$ cat src/rtl/truth_table_sweeper.sv
// Exhaustive stimulus engine: walks all 2^N_IN input vectors, captures the
// single-bit response per vector and counts mismatches against an expected table.
module truth_table_sweeper #(
  parameter int N_IN        = 4,
  parameter int HOLD_CYCLES = 10
) (
  input  logic                  i_clk,
  input  logic                  i_rst_n,
  input  logic                  i_start,
  input  logic                  i_abort,
  input  logic                  i_step_mode,
  input  logic                  i_step,
  input  logic                  i_y,
  input  logic [(1<<N_IN)-1:0]  i_expected,
  output logic [N_IN-1:0]       o_x,
  output logic                  o_busy,
  output logic                  o_done,
  output logic [(1<<N_IN)-1:0]  o_table,
  output logic [N_IN:0]         o_err_count,
  output logic [N_IN-1:0]       o_first_err_idx,
  output logic                  o_pass
);

  localparam int NV = 1 << N_IN;
  localparam int CW = $clog2(HOLD_CYCLES + 1);
  localparam logic [CW-1:0]   CNT_LAST = CW'(HOLD_CYCLES - 1);
  localparam logic [N_IN-1:0] IDX_LAST = N_IN'(NV - 1);
  localparam logic [N_IN:0]   ERR_MAX  = (N_IN + 1)'(NV);

  typedef enum logic [1:0] {S_IDLE, S_RUN, S_DONE} state_t;

  state_t            r_state, w_next;
  logic [N_IN-1:0]   r_idx;
  logic [CW-1:0]     r_cnt;
  logic              r_mode;
  logic [N_IN-1:0]   r_x;
  logic [NV-1:0]     r_table;
  logic [N_IN:0]     r_err_count;
  logic [N_IN-1:0]   r_first_err_idx;
  logic              r_pass;

  logic              w_sample;
  logic              w_mis;
  logic              w_last;
  logic [N_IN:0]     w_err_next;

  // Abort wins over a coincident sample event, so it masks sampling here.
  assign w_sample = (r_state == S_RUN) && !i_abort && (r_mode ? i_step : (r_cnt == CNT_LAST));
  assign w_mis    = (i_y != i_expected[r_idx]);
  assign w_last   = (r_idx == IDX_LAST);
  assign w_err_next = (w_sample && w_mis && (r_err_count != ERR_MAX))
                    ? r_err_count + 1'b1 : r_err_count;

  always_ff @(posedge i_clk or negedge i_rst_n) begin
    if (!i_rst_n) r_state <= S_IDLE;
    else          r_state <= w_next;
  end

  always_comb begin
    w_next = r_state;
    case (r_state)
      S_IDLE:  if (i_start) w_next = S_RUN;
      S_RUN: begin
        if (i_abort)                 w_next = S_IDLE;
        else if (w_sample && w_last) w_next = S_DONE;
      end
      S_DONE:  w_next = S_IDLE;
      default: w_next = S_IDLE;
    endcase
  end

  always_comb begin
    o_busy = (r_state == S_RUN);
    o_done = (r_state == S_DONE);
  end

  always_ff @(posedge i_clk or negedge i_rst_n) begin
    if (!i_rst_n) begin
      r_idx           <= '0;
      r_cnt           <= '0;
      r_mode          <= 1'b0;
      r_x             <= '0;
      r_table         <= '0;
      r_err_count     <= '0;
      r_first_err_idx <= '0;
      r_pass          <= 1'b0;
    end else begin
      case (r_state)
        S_IDLE: begin
          if (i_start) begin
            r_idx           <= '0;
            r_cnt           <= '0;
            r_mode          <= i_step_mode;
            r_x             <= '0;
            r_table         <= '0;
            r_err_count     <= '0;
            r_first_err_idx <= '0;
            r_pass          <= 1'b0;
          end
        end
        S_RUN: begin
          if (i_abort) begin
            r_x <= '0;
          end else if (w_sample) begin
            r_table[r_idx] <= i_y;
            r_err_count    <= w_err_next;
            if (w_mis && (r_err_count == '0)) r_first_err_idx <= r_idx;
            // Pass is registered on entry to DONE so it is valid alongside o_done.
            if (w_last) begin
              r_pass <= (w_err_next == '0);
            end else begin
              r_idx <= r_idx + 1'b1;
              r_x   <= r_idx + 1'b1;
              r_cnt <= '0;
            end
          end else if (!r_mode) begin
            r_cnt <= r_cnt + 1'b1;
          end
        end
        S_DONE:  r_x <= '0;
        default: r_x <= '0;
      endcase
    end
  end

  assign o_x             = r_x;
  assign o_table         = r_table;
  assign o_err_count     = r_err_count;
  assign o_first_err_idx = r_first_err_idx;
  assign o_pass          = r_pass;

endmodule

$ cat config.mk
export PLATFORM = sky130hd
export DESIGN_NAME = truth_table_sweeper
export DESIGN_NICKNAME = d
export VERILOG_FILES = /design/src/rtl/truth_table_sweeper.sv
export SDC_FILE = /design/constraint.sdc
export NUM_CORES = 1
export LEC_CHECK = 0
export ABC_CLOCK_PERIOD_IN_PS = 2200
export CAP_MARGIN = 20
export CORE_ASPECT_RATIO = 1.25
export CORE_UTILIZATION = 45
export DETAILED_ROUTE_END_ITERATION = 6
export PLACE_DENSITY = 0.72
export SLEW_MARGIN = 20
export SYNTH_ARGS = -nofsm -noshare
export SYNTH_HDL_FRONTEND = slang
export SYNTH_SLANG_ARGS = --single-unit
$ cat constraint.sdc
create_clock -name i_clk -period 2.2 [get_ports i_clk]
set_input_delay 0.44 -clock i_clk [delete_from_list [all_inputs] [get_ports i_clk]]
set_output_delay 0.44 -clock i_clk [all_outputs]
set_load 0.005 [all_outputs]
After elaboration in Yosys (flattened, before gate mapping)

Index checks and enable logic that the tools add are counted.

Add/subtract/negate cells: 3
Multipliers: 0
Div/mod/pow operators: 0
Order comparisons: 2
Eq/ne operators: 17
Shift-type cells: 0
Muxes and demuxes: 40
Bitwise operators: 0
Reduce and logical (&&, ||, !) cells: 20

Operators with widths:

| kind                                                              | count |
|---|---|
| 2-to-1 mux 16 bit                                                 | 3 |
| 2-to-1 mux 4 bit                                                  | 12 |
| case mux 16 bit (2 select lines)                                  | 1 |
| case mux 4 bit (2 select lines)                                   | 4 |
| 2-to-1 mux 5 bit                                                  | 4 |
| AND reduction 5 bit                                               | 4 |
| bitwise mux 16 bit                                                | 1 |
| zero test 5 bit                                                   | 2 |
| case mux 5 bit (2 select lines)                                   | 1 |
| inequality test 3 x 2 -> 1 bit, second input constant             | 3 |
| adder 4 x 1 -> 4 bit, second input constant                       | 2 |
| == test 4 bit, second input constant                              | 2 |
| logical AND 1 bit                                                 | 7 |
| 2-to-1 mux 1 bit                                                  | 7 |
| 2-to-1 mux 2 bit                                                  | 3 |
| inequality test 2 x 1 -> 1 bit, second input constant             | 3 |
| inequality test 2 bit, second input constant                      | 3 |
| inequality test 3 bit, second input constant                      | 2 |
| adder 5 x 1 -> 5 bit, second input constant                       | 1 |
| less-than comparator 4 x 5 -> 1 bit, second input constant        | 1 |
| inequality test 5 bit, second input constant                      | 1 |
| binary-select mux 1 bit (select 4 bit)                            | 1 |
| demux 1 bit (select 4 bit)                                        | 1 |
| greater-or-equal comparator 4 x 1 -> 1 bit, second input constant | 1 |
| 11 further kinds                                                  | 12 |

Register bits after elaboration: 41
Bits in latches: 0
Bits in writable memories: 0
ROM bits: 0
Output and inout bits: 32
Memories: 0

Depth between registers and ports, before layout

Depth after elaboration: 11
Gate-level depth with buffers: 8
Gate-level depth less buffers: 8

Worst setup path before layout

No wires, ideal clock.

Path type: flip-flop to flip-flop
Start: register r_idx[0]
End: register r_first_err_idx[0], in the netlist o_first_err_idx[0]
Library setup time: 0.121 ns
Arrival: 2.069 ns
Data required time: 2.079 ns
Setup slack: 0.010 ns
Cell stages (with the launch flop): 8
Path buffers: 1
Cells stage by stage: dfrtp_1 -> buf_6 -> mux4_2 -> a22oi_4 -> nand3_4 -> a2111oi_4 -> o21ai_2 -> a22o_1

Longest elaborated chain between the ends: 6
Elaborated cells on any way between the ends: 10
Classes of those cells: 2 x eq/ne; 6 x mux; 2 x reduce/logical

RTL lines:

| element                                         | line | RTL |
|---|---|---|
| from (decl)                                     | 33   | `logic [N_IN-1:0] r_idx;` |
| from (signal assigned)                          | 112  | `r_idx <= r_idx + 1'b1;` |
| binary-select mux 1 bit (select 4 bit)          | 49   | `assign w_mis = (i_y != i_expected[r_idx]);` |
| 2-to-1 mux 1 bit (implied by the code)          | 49   |  |
| inequality test 1 bit                           | 49   |  |
| logical AND 1 bit                               | 107  | `if (w_mis && (r_err_count == '0)) r_first_err_idx <= r_idx;` |
| inequality test 2 x 1 -> 1 bit (no source line) | -    |  |
| AND reduction 5 bit (no source line)            | -    |  |
| to (signal assigned)                            | 107  |  |
| to (decl)                                       | 39   | `logic [N_IN-1:0] r_first_err_idx;` |

Several ways; a longest one is shown, not always the timed one. The select of a mux whose other input is x is not followed.
A chain may end at the register's enable or synchronous reset.

Worst setup path after layout

Start: input port i_expected[3]
End: register r_pass, in the netlist o_pass

Longest elaborated chain between the ends: 11

RTL lines:

| element                                | line | RTL |
|---|---|---|
| from (decl)                            | 14   | `input logic [(1<<N_IN)-1:0] i_expected,` |
| binary-select mux 1 bit (select 4 bit) | 49   |  |
| 2-to-1 mux 1 bit (implied by the code) | 49   |  |
| inequality test 1 bit                  | 49   |  |
| logical AND 1 bit (2 in series)        | 51   | `assign w_err_next = (w_sample && w_mis && (r_err_count != ERR_MAX))` |
| 2-to-1 mux 5 bit                       | 52   | `? r_err_count + 1'b1 : r_err_count;` |
| zero test 5 bit                        | 110  | `r_pass <= (w_err_next == '0);` |
| 2-to-1 mux 1 bit                       | 109  | `if (w_last) begin` |
| 2-to-1 mux 1 bit                       | 104  | `end else if (w_sample) begin` |
| 2-to-1 mux 1 bit                       | 102  | `if (i_abort) begin` |
| case mux 1 bit (2 select lines)        | 88   | `case (r_state)` |
| to (signal assigned)                   | 110  |  |
| to (decl)                              | 40   | `logic r_pass;` |

No other way between the ends. The select of a mux whose other input is x is not followed.

==> results.md <==
* Post-synth EDFFs at 0
* Cell leakage power at 1.41 nW
* Unrepaired setup endpoints after global routing: yes
* Dpl hpwl at 4.42 mm
* Status: finished with violations
* Max Cap Violations at 0
* Buffers & Inverters on Critical Path at 2
* Core area at 4830 µm²
* Starting utilization of the core area at 47.9%
* Antenna cell count at 0
* Die Y-Extent at 82.2 µm
* Power density cells at 598 nW/µm²
* Final hold violation count at 0
* Main synth FF type: dfrtp_1
* Worst rel slew slack at 65.1%
* Insertion delay of the later-clocked pin in the worst-skew pair at 0.29 ns
* Final setup violating endpoints at 10
* Number of cell rows at 28
* Maximum resistive drop on vdd at 0.387 mV
* Met1 usage at 27.6%
* DRC violations left at 0
* CTS Root Buffer Type: clkbuf_8
* Number of placed instances with taps included at 364
* Detail-routed net length per standard cell at 15.8 µm
* Most area-consuming cells after synthesis: dfrtp_1 44%, o21ai_0 7.8%, a21oi_1 4.5%, ha_1 4.3%, mux4_2 3.9%
* Warning count from the yosys run at 0
* Number of antenna-violating nets in the routed design at 0
* Combined area of all synthesized cells at 2320 µm²
* Proportion of layout cells with a drive suffix above 1 at 16.9%
* Critical Path Source Type: input port
* Cell with the biggest individual delay on the critical path: mux4_2
* Detailed-route wire length at 5.88 mm
* Wire length of the first global-routing pass at 9.87 mm
* Global Route met2 Usage at 42.9%
* Family of cells with the greatest summed delay on the critical path: compound AO/OA/AOI/OAI gates
* Arrival time of data at the critical path endpoint at 2.49 ns
* Final GP Congestion at 0.835
* Total negative slack for setup checks at -0.278 ns
* Vias per cell at 5.68
* Largest net degree at the start of global routing at 42
* Final Max Tran Viols at 0
* Proportion of register bits with asynchronous set or reset after synthesis at 100%
* Clk slew on worst S/H paths at 0.07 ns
* Hold buffer count at CTS at 0
* Class of the tightest hold or removal check: input port to asynchronous set/reset pin
* Number of H-tree levels at 2
* Most instantiated library cell after synthesis: dfrtp_1
* Endpoint type of the worst setup path: register
* Maximum net fanout on the critical path at 5
* Number of distinct library cells after synthesis at 52
* Met3 capacity usage during global routing at 4.12%
* Number of buffer cells added on primary ports at 54
* Required time of the critical path at 2.41 ns
* Overflow left after global routing at 0
* Pre-Repair DR Iteration Count at 4
* Ports placed on the boundary at 55
* Least-Margin Pin Slew at 0.523 ns
* Count of clock tree sinks at 41
* Final worst setup slack at -0.0757 ns
* Number of buffers on the longest clock path at 2
* Antenna violations before repair at 0
* TritonCTS clock tree: built
* Number of nets in the synthesized netlist at 264
* Final Non-Filler Cells at 373
* Area growth from synthesis to layout at 37.6%
* DIE AREA at 5440 µm²
* # fillers at 436
* Fmax at 0.439 GHz
* Total routing resource utilization after global routing at 24.0%
* Delay of the slowest cell on the worst path at 0.49 ns
* Failing checks: negative setup slack
* Setup clock skew after layout at 0.00360 ns
* Final Cycle Share at 103%
* Min Tclk post-route at 2.28 ns
* Net count, final at 344
* Most heavily used metal layer in global routing: met2
* Cell count after synthesis at 233
* Post-Synthesis Mean Instance Area at 9.95 µm²
* Cells traversed along the worst timing path: clkdlybuf4s50_1, mux4_2, a22oi_2, a21o_4, a221oi_4, buf_2, a211o_1, a32oi_1
* Violation count after the first detailed-routing iteration at 184
* Total CTS buffers at 5
* Number of global-route vias before repair at 2115
* Critical path class: input port to register
* Total Power at 1.91 mW
* Most instantiated cells after synthesis: 41 x dfrtp_1, 36 x o21ai_0, 21 x a21oi_1
* Routed vias at 2119
* Share of the synthesized area in the top cell type at 44.3%
* Library cell with the largest summed area after synthesis: dfrtp_1
* DIE WIDTH at 66.2 µm
* Proportion of synthesized chip area in sequential cells at 44.3%
* Flops & latches, synth at 41
[metal layers]
| layer | part of all wire [%] | vias to the layer above |
|---|---|---|
| met5 | 0 | - |
| met4 | 3.3 | 0 |
| met3 | 4.3 | 17 |
| met2 | 51 | 72 |
| met1 | 41 | 1007 |
| li1 | - | 1023 |
[power by group]
part / leakage (nW) / switching, mW / internal [mW] / total [mW]
combinational: 0.803 / 0.288 / 0.261 / 0.549
sequential: 0.564 / 0.0537 / 0.803 / 0.857
clock: 0.0443 / 0.252 / 0.249 / 0.502
total: 1.41 / 0.594 / 1.31 / 1.91
[worst register-to-register path, stage by stage (launching register included)]
cell and delay (ns):
dfrtp_2 0.46, mux4_2 0.55, a22oi_2 0.28, a21o_4 0.19
a221oi_4 0.07, buf_2 0.18, a211o_1 0.29, a32oi_1 0.18
[cells in the final DEF (no fill, tap or decap), drive strengths merged, types with 2 or more instances in the layout]
master	count
o21a	2
a22o	6
clkbuf	7
nand2	17
a21boi	2
dfrtp	41
a31oi	3
a21o	6
nor2	10
buf	32
nor2b	3
a41oi	2
ha	8
o21ai	42
clkdlybuf4s50	47
xor2	3
nand3	8
mux4	4
nor4	2
o21bai	2
a22oi	3
inv	8
nand2b	5
dlygate4sd2	6
a41o	2
and2	3
a21oi	21
[final timing paths]
check	from	to	slack, ns	depth (start not counted)
setup / recovery	i_expected[3]	o_pass	-0.08	8
hold / removal	i_rst_n	o_table[4]	0.21	2
setup reg to reg	r_idx[0]	o_pass	-0.08	7
hold reg to reg	o_x[3]	o_x[3]	0.48	1
max in group asynchronous	i_rst_n	r_idx[0]	1.61	2
min in group i_clk	o_x[3]	o_x[3]	0.48	1
[final cells by class]
cell class | instances | area [µm²] | area share, %
tap | 60 | 75.1 | 2.35
multi-input combinational | 172 | 1210 | 37.9
sequential | 41 | 1030 | 32.2
clock buffer | 7 | 86.3 | 2.71
timing repair buffer | 85 | 762 | 23.9
inverter | 8 | 30.0 | 0.942
[state kept, by name, summed over array words and instances, names as in the netlist]
signal / count
o_x: 4
o_err_count: 5
r_state: 2
r_idx: 4
o_pass: 1
r_mode: 1
o_table: 16
r_cnt: 4
o_first_err_idx: 4
[metrics by stage]
| step | setup slack (ns) | hold WS [ns] | util, % | instance area, µm² |
|---|---|---|---|---|
| global route | -0.170 | 0.250 | 66.0 | 3190 |
| CTS | -0.0572 | 0.220 | 65.8 | 3180 |
| detailed placement | -0.443 | 0.469 | 63.7 | 3080 |
| global placement | -0.410 | 0.466 | 63.7 | 3080 |
| finish | -0.0757 | 0.208 | 66.0 | 3190 |
| floorplan | 0.00998 | 0.144 | - | 2320 |
[logic make-up (layout without fill, tap and decap cells)]
logic type	after synthesis	after routing	synth area share (%)
buf+inv	20	100	4.16
xor+xnor	4	4	1.51
flops	41	41	44.3
fa+ha+maj	8	8	4.32
compound gates	99	99	28.7
simple gates	56	56	12.7
mux	5	5	4.32
[timing repair]
action                                 4_1_cts  5_1_grt
endpoints found under the hold margin        0        0
cloned                                       1        0
resized for setup                            9        1
setup endpoints to repair                   10       10
pin swaps                                    5        2
buffers inserted                             1        0
Note: power is estimated with default switching activity, not from simulation.
